$ cat config.mk
export PLATFORM = sky130hd
export DESIGN_NAME = transmissor_medidas
export DESIGN_NICKNAME = d
export VERILOG_FILES = /design/src/rtl/transmissor_medidas.sv
export SDC_FILE = /design/constraint.sdc
export NUM_CORES = 1
export LEC_CHECK = 0
export CORE_MARGIN = 3
export CORE_UTILIZATION = 30
export CTS_CLUSTER_SIZE = 12
export DETAILED_ROUTE_END_ITERATION = 7
export SLEW_MARGIN = 25
export SYNTH_ARGS = -nofsm -noshare
export SYNTH_HDL_FRONTEND = slang
export SYNTH_SLANG_ARGS = --single-unit
$ cat constraint.sdc
create_clock -name clock -period 2.61 [get_ports clock]
set_input_delay 0.522 -clock clock [delete_from_list [all_inputs] [get_ports clock]]
set_output_delay 0.522 -clock clock [all_outputs]
set_load 0.02 [all_outputs]
$ cat src/rtl/transmissor_medidas.sv
// Serialises three 3-digit BCD distances as an ASCII frame "ddd,ddd,ddd#" for a UART transmitter.
// Define TRANSMISSOR_CHECKSUM_EN to append an XOR checksum character after the terminator.
module transmissor_medidas #(
  parameter logic [6:0] TERMINADOR = 7'h23,
  parameter logic [6:0] SEPARADOR  = 7'h2C
) (
  input  logic        clock,
  input  logic        reset,
  input  logic        partida,
  input  logic [11:0] medida1,
  input  logic [11:0] medida2,
  input  logic [11:0] medida3,
  input  logic        tx_pronto,
  output logic        tx_partida,
  output logic [6:0]  tx_dado,
  output logic        ocupado,
  output logic        pronto,
  output logic [3:0]  db_estado
);

  typedef enum logic [3:0] {
    INICIAL = 4'd0,
    CARREGA = 4'd1,
    ENVIA   = 4'd2,
    ESPERA  = 4'd3,
    PROXIMO = 4'd4,
    FIM     = 4'd5
  } estado_t;

`ifdef TRANSMISSOR_CHECKSUM_EN
  localparam logic [3:0] ULTIMO = 4'd12;
`else
  localparam logic [3:0] ULTIMO = 4'd11;
`endif

  estado_t     estado;
  logic [3:0]  indice;
  logic [11:0] reg_m1, reg_m2, reg_m3;
  logic [3:0]  prox_indice;
  logic [11:0] sel_m1, sel_m2, sel_m3;
  logic [6:0]  prox_char;
`ifdef TRANSMISSOR_CHECKSUM_EN
  logic [6:0]  soma;
`endif

  function automatic logic [6:0] codifica(input logic [3:0] n);
    if (n <= 4'd9)
      codifica = 7'h30 + {3'b000, n};
    else
      codifica = 7'h3F;
  endfunction

  function automatic logic [6:0] caractere(input logic [3:0] idx, input logic [11:0] a,
                                           input logic [11:0] b, input logic [11:0] c);
    case (idx)
      4'd0:    caractere = codifica(a[11:8]);
      4'd1:    caractere = codifica(a[7:4]);
      4'd2:    caractere = codifica(a[3:0]);
      4'd3:    caractere = SEPARADOR;
      4'd4:    caractere = codifica(b[11:8]);
      4'd5:    caractere = codifica(b[7:4]);
      4'd6:    caractere = codifica(b[3:0]);
      4'd7:    caractere = SEPARADOR;
      4'd8:    caractere = codifica(c[11:8]);
      4'd9:    caractere = codifica(c[7:4]);
      4'd10:   caractere = codifica(c[3:0]);
      4'd11:   caractere = TERMINADOR;
      default: caractere = 7'h00;
    endcase
  endfunction

  // The first character is built from the live inputs in CARREGA, the same edge that latches them.
  always_comb begin
    prox_indice = (estado == CARREGA) ? 4'd0 : indice + 4'd1;
    sel_m1      = (estado == CARREGA) ? medida1 : reg_m1;
    sel_m2      = (estado == CARREGA) ? medida2 : reg_m2;
    sel_m3      = (estado == CARREGA) ? medida3 : reg_m3;
    prox_char   = caractere(prox_indice, sel_m1, sel_m2, sel_m3);
`ifdef TRANSMISSOR_CHECKSUM_EN
    if (prox_indice == ULTIMO)
      prox_char = soma;
`endif
  end

  always_ff @(posedge clock) begin
    if (reset) begin
      estado     <= INICIAL;
      indice     <= 4'd0;
      reg_m1     <= 12'h000;
      reg_m2     <= 12'h000;
      reg_m3     <= 12'h000;
      tx_dado    <= 7'h00;
      tx_partida <= 1'b0;
      ocupado    <= 1'b0;
      pronto     <= 1'b0;
`ifdef TRANSMISSOR_CHECKSUM_EN
      soma       <= 7'h00;
`endif
    end else begin
      tx_partida <= 1'b0;
      pronto     <= 1'b0;
      case (estado)
        INICIAL: begin
          if (partida) begin
            estado  <= CARREGA;
            ocupado <= 1'b1;
          end
        end
        CARREGA: begin
          reg_m1     <= medida1;
          reg_m2     <= medida2;
          reg_m3     <= medida3;
          indice     <= 4'd0;
          tx_dado    <= prox_char;
          tx_partida <= 1'b1;
          estado     <= ENVIA;
`ifdef TRANSMISSOR_CHECKSUM_EN
          soma       <= prox_char;
`endif
        end
        ENVIA: begin
          estado <= ESPERA;
        end
        ESPERA: begin
          if (tx_pronto)
            estado <= PROXIMO;
        end
        PROXIMO: begin
          if (indice < ULTIMO) begin
            indice     <= prox_indice;
            tx_dado    <= prox_char;
            tx_partida <= 1'b1;
            estado     <= ENVIA;
`ifdef TRANSMISSOR_CHECKSUM_EN
            if (prox_indice != ULTIMO)
              soma <= soma ^ prox_char;
`endif
          end else begin
            estado <= FIM;
            pronto <= 1'b1;
          end
        end
        FIM: begin
          estado  <= INICIAL;
          ocupado <= 1'b0;
          tx_dado <= 7'h00;
        end
        default: begin
          estado  <= INICIAL;
          ocupado <= 1'b0;
          tx_dado <= 7'h00;
        end
      endcase
    end
  end

  assign db_estado = estado;

endmodule

=== After elaboration in Yosys (flattened, before gate mapping) ===
Cells that the tools add are included.
Widths: inputs -> output; s select.

* Register bits: 54
* Word-level logic and storage cells: 88

* Add/sub/neg operators: 10
* $lt $le $gt $ge: 10
* Eq/ne operators: 18
* Mux-type cells: 27
* Bitwise gates (word level): 3
* Reductions and logical operators: 11

{| class="wikitable"
|+ Operators by type and width
! cell !! number
|-
| $pmux 7 s11 || 1
|-
| $mux 7 || 10
|-
| $add 6x4->7 const A || 9
|-
| $le 4x4->1 const B || 9
|-
| $mux 12 || 3
|-
| $pmux 7 s3 || 1
|-
| $eq 4x3->1 const B || 5
|-
| $pmux 4 s5 || 1
|-
| $eq 4x2->1 const B || 4
|-
| $eq 4x4->1 const B || 4
|-
| $mux 4 || 4
|-
| $eq 4x1->1 const B || 2
|-
| $logic_not 4->1 || 2
|-
| $pmux 4 s2 || 1
|-
| $reduce_and 2->1 || 4
|-
| $ne 2x2->1 const B || 3
|-
| $add 4x1->4 const B || 1
|-
| $lt 4x4->1 const B || 1
|-
| $pmux 1 s2 || 2
|-
| $reduce_or 2->1 || 2
|-
| $reduce_or 4->1 || 1
|-
| $mux 1 || 3
|-
| $mux 3 || 1
|-
| $not 1->1 || 3
|-
| other kinds (2) || 2
|}

=== Logic depth before layout (Yosys ltp) ===
* Word-level depth: 7
* Mapped depth: 8
* Depth with buffers taken out: 7

=== Least setup slack after synthesis ===
Ideal clock, no wire load.

* Kind: flip-flop to flip-flop
* Start: register indice[1]
* End: register tx_dado[1]
* Library setup time: 0.133 ns
* Arrival: 1.726 ns
* Data required time: 2.477 ns
* Setup slack: 0.751 ns
* Cell stages (with the launch flop): 9
* Buffers on the path: 1
* Period minus slack after synthesis: 1.859 ns
* Cell sequence: dfxtp_1 ha_1 buf_2 xor2_4 nor2_2 nand4_2 o22ai_2 a2111oi_4 a211oi_2

* Longest elaborated chain between the ends: 7
* Elaborated cells on any way between the ends: 21
* Those cells by class: add/sub (1); order compare (1); eq/ne (12); mux (4); reduce/logical (3)

{| class="wikitable"
|+ RTL lines
! element !! RTL line !! source
|-
| start, declared || 37 || <nowiki>logic [3:0] indice;</nowiki>
|-
| start signal, assigned || 130 || <nowiki>indice <= prox_indice;</nowiki>
|-
| $add 4x1->4 || 74 || <nowiki>prox_indice = (estado == CARREGA) ? 4'd0 : indice + 4'd1;</nowiki>
|-
| $mux 4 || 74 ||
|-
| $eq 4x3->1 / $eq 4x2->1 (equally long branches) || 55 || <nowiki>case (idx)</nowiki>
|-
| $reduce_or 2->1 (no line) || n/a ||
|-
| $pmux 7 s11 || 55 ||
|-
| $mux 7 || 129 || <nowiki>if (indice < ULTIMO) begin</nowiki>
|-
| $pmux 7 s3 || 102 || <nowiki>case (estado)</nowiki>
|-
| end signal, assigned || 114 || <nowiki>tx_dado <= prox_char;</nowiki>
|-
| end signal, assigned || 131 || <nowiki>tx_dado <= prox_char;</nowiki>
|-
| end, declared || 15 || <nowiki>output logic [6:0] tx_dado,</nowiki>
|}

Several ways; a longest one is shown, not always the timed one. The select of a mux whose other input is x is not followed.
A chain may end at the register's enable or synchronous reset.

=== Final worst setup path ===
* Start: register indice[1]
* End: register tx_dado[3]

Same word-level chain as after synthesis.

==> flow_summary.ini <==
[placement]
dpl_ws_ps = 265.3
port_buffers = 51
dp_hpwl_microns = 5751
place.detailed.instances = 514
gp_routability_congestion = 0.9673

[final_layout]
final_net_count = 454
layout_commonest_cell = nand2_1
register_area_sq_um = 1041
mostFrequentLayoutCells = nand2_1, a21oi_1, dfxtp_1, clkdlybuf4s50_1, nor2_1
drive_gt1_share_pct = 9.662
multiInputGateArea_sq_um = 1624
antenna_cells = 0
stdcell_count = 522
n_fill_cell = 968
post-route-util_pct = 39.03
synthesis_to_finish_area_growth_pct = 23.59

[logic_synthesis]
avgSynthCellArea_sq_um = 7.585
synthesis.area_sq_um = 2821
yosys-top-cells-area = dfxtp_1, a21oi_1, nand2_1, nor2_1, o21a_1
synth_ff_type = dfxtp_1
proportion_of_synthesized_chip_area_in_sequential_cells_pct = 36.90
netlist.area_leader.share_pct = 36.90
synth_edf_count = 0
synth_largest_area_cell = dfxtp_1
netlist_instances = 372
ys_seq_elements = 52
yosys_warnings = 0
post_synth_num_cell_types = 57
asyncSetResetFlopFracSynth_pct = 0

[die]
die-area_sq_um = 10600
initial_core_utilization_pct = 31.58
ioPinCount = 54
fp.dieW_microns = 103.0
core_footprint_sq_um = 8934
die-height_microns = 103.0
floorplan.rows = 34

[setup_path]
crit_required_ps = 2840
crit_path_cell_trace = ha_1 > buf_4 > nor2b_1 > nand3_1 > o22ai_1 > a31oi_1 > a211oi_1
regToRegSetupSlack_ps = 230
worst-setup-path-type = reg -> reg
worstPathArrival_ps = 2610
critPathCaptureType = flop
critical_path_peak_fanout = 14
critPathMaxStageDelay_ps = 480
setup.worst_path.start_class = flop
cpMaxStageDelayCell = dfxtp_1

[detailed_routing]
routed-via-count = 2657
first_pass_iters = 4
routed_via_density = 5.090
final_antenna_net_count = 0
drt-wirelength-per-cell_microns = 14.32
wl_microns = 7476
drt_iter0_drc = 122
drc_violations_left = 0

[cts]
clkTransAtPathRegs_ps = 100
htree_num_levels = 2
cts_buffer_depth = 2
cts_tree = yes
clock_insertion_delay_worst_skew_ps = 310
numCtsBuffers = 5
post_cts_hold_buffer_count = 0
cts_resized = 0
post_cts.repair.setup_buffers = 0
clock-sinks = 52
cts.root.buffer_cell = clkbuf_8

[timing]
tightestPinTransition_ps = 578.3
fmax_mhz = 420.3
total_negative_slack_ps = 0
skew_ps = 9.080
unrepaired_setup_endpoints_after_global_routing = false
post-route-period-util_pct = 91.16
worst_slew_margin_rel_pct = 61.39
min_period_ps = 2379
final.setup.worst_slack_ps = 230.8
worst_hold_slack_ps = 460.1
final-max-slew-violation-count = 0
setup-violations-final = 0
final_hold_viol_count = 0

[pwr]
combPwrFrac_pct = 21.4
p_clk_share_pct = 26.8
switching_share_pct = 30.79
power-per-cell-area_nw_per_um2 = 500.8
ir_drop_uv = 221.2
power.static_leakage_nw = 1.156
p_switching_mw = 0.5376
internal-power_mw = 1.209
sequentialPowerShare_pct = 51.8

[min_path]
hold_class = reg -> reg

[run_status]
run_status = finished clean

[grt]
global_route.overflow_total = 0
first_pass_grt_wire_length_microns = 12170
vias_in_the_first_global_route = 2518
antenna_violations_before_repair = 0
grt_util_all_layers_pct = 14.48
largest_net_degree_at_the_start_of_global_routing = 34

[job]
max_cap_viol_count = 0
[layer usage]
| layer | up-vias | track usage [%] | routed length [microns] |
|---|---|---|---|
| met2 | 52 | 22.84 | 3413 |
| met4 | 0 | 3.088 | 54 |
| met1 | 1225 | 20.53 | 3718 |
| met5 | - | 0 | 0 |
| li1 | 1375 | - | - |
| met3 | 5 | 2.774 | 289 |
[final cells by class]
type	instances	area share, %
Clock buffer	5	1.973
Clock inverter	3	0.6459
Inverter	6	0.6459
Multi-Input combinational cell	288	46.57
Sequential cell	52	29.85
Tap cell	108	3.875
Timing Repair Buffer	60	16.43
[synthesized netlist by cell type (all sizes together), types with 2 or more instances]
library cell	number
nand2	85
a21oi	67
dfxtp	52
nor2	27
buf	18
o21ai	11
nor3	10
clkbuf	9
nand3	9
o21a	9
a211oi	8
o22ai	7
inv	6
nand2b	6
nor4	4
o211ai	4
a2111oi	3
a22oi	3
a311oi	3
nor2b	3
or2	3
xor2	3
a31oi	2
a41oi	2
mux2i	2
nand4	2
nor3b	2
xnor2	2
[path summary, 6_finish.rpt]
path / start / to / cells after the start
worst max-delay path: indice[1] / tx_dado[3] / 7
worst min-delay path: ocupado / ocupado / 2
worst max register to register: indice[1] / tx_dado[3] / 7
worst min register to register: ocupado / ocupado / 2
[critical path, delay by kind of cell (launching register included)]
family	cells	cell delay, ps
buf+inv	1	230
fa+ha+maj	1	390
simple gates	2	630
compound gates	3	570
flops	1	480
[flip-flops by register name (all words and copies together) (netlist names)]
register,flops
reg_m3,12
indice,4
reg_m2,12
tx_partida,1
reg_m1,12
tx_dado,6
pronto,1
ocupado,1
db_estado,3
[cell families after synthesis]
family                     synth area share, %
muxes                                    1.109
and+or+nand+nor                          25.81
xor gates and xnor gates                 2.484
buffers and inverters                    5.676
AOI/OAI and AO/OA                        27.45
adders and majority gates               0.4434
DFF                                      36.90
other                                   0.1329
[power by group through the flow]
stage | Combinational [mW] | Sequential, mW | Clock (mW)
after floorplan | 0.226 | 0.920 | 0
final | 0.373 | 0.905 | 0.469
after global placement | 0.374 | 0.922 | 0
after global routing | 0.416 | 0.915 | 0.518
after detailed placement | 0.375 | 0.923 | 0
after CTS | 0.376 | 0.905 | 0.491
[metrics by stage]
step	instance area, sq um	total power, mW
final	3487	1.746
after global routing	3487	1.849
after CTS	3487	1.772
after detailed placement	3396	1.298
after global placement	3396	1.296
after floorplan	2825	1.146
(Power assumes the default switching activity.)
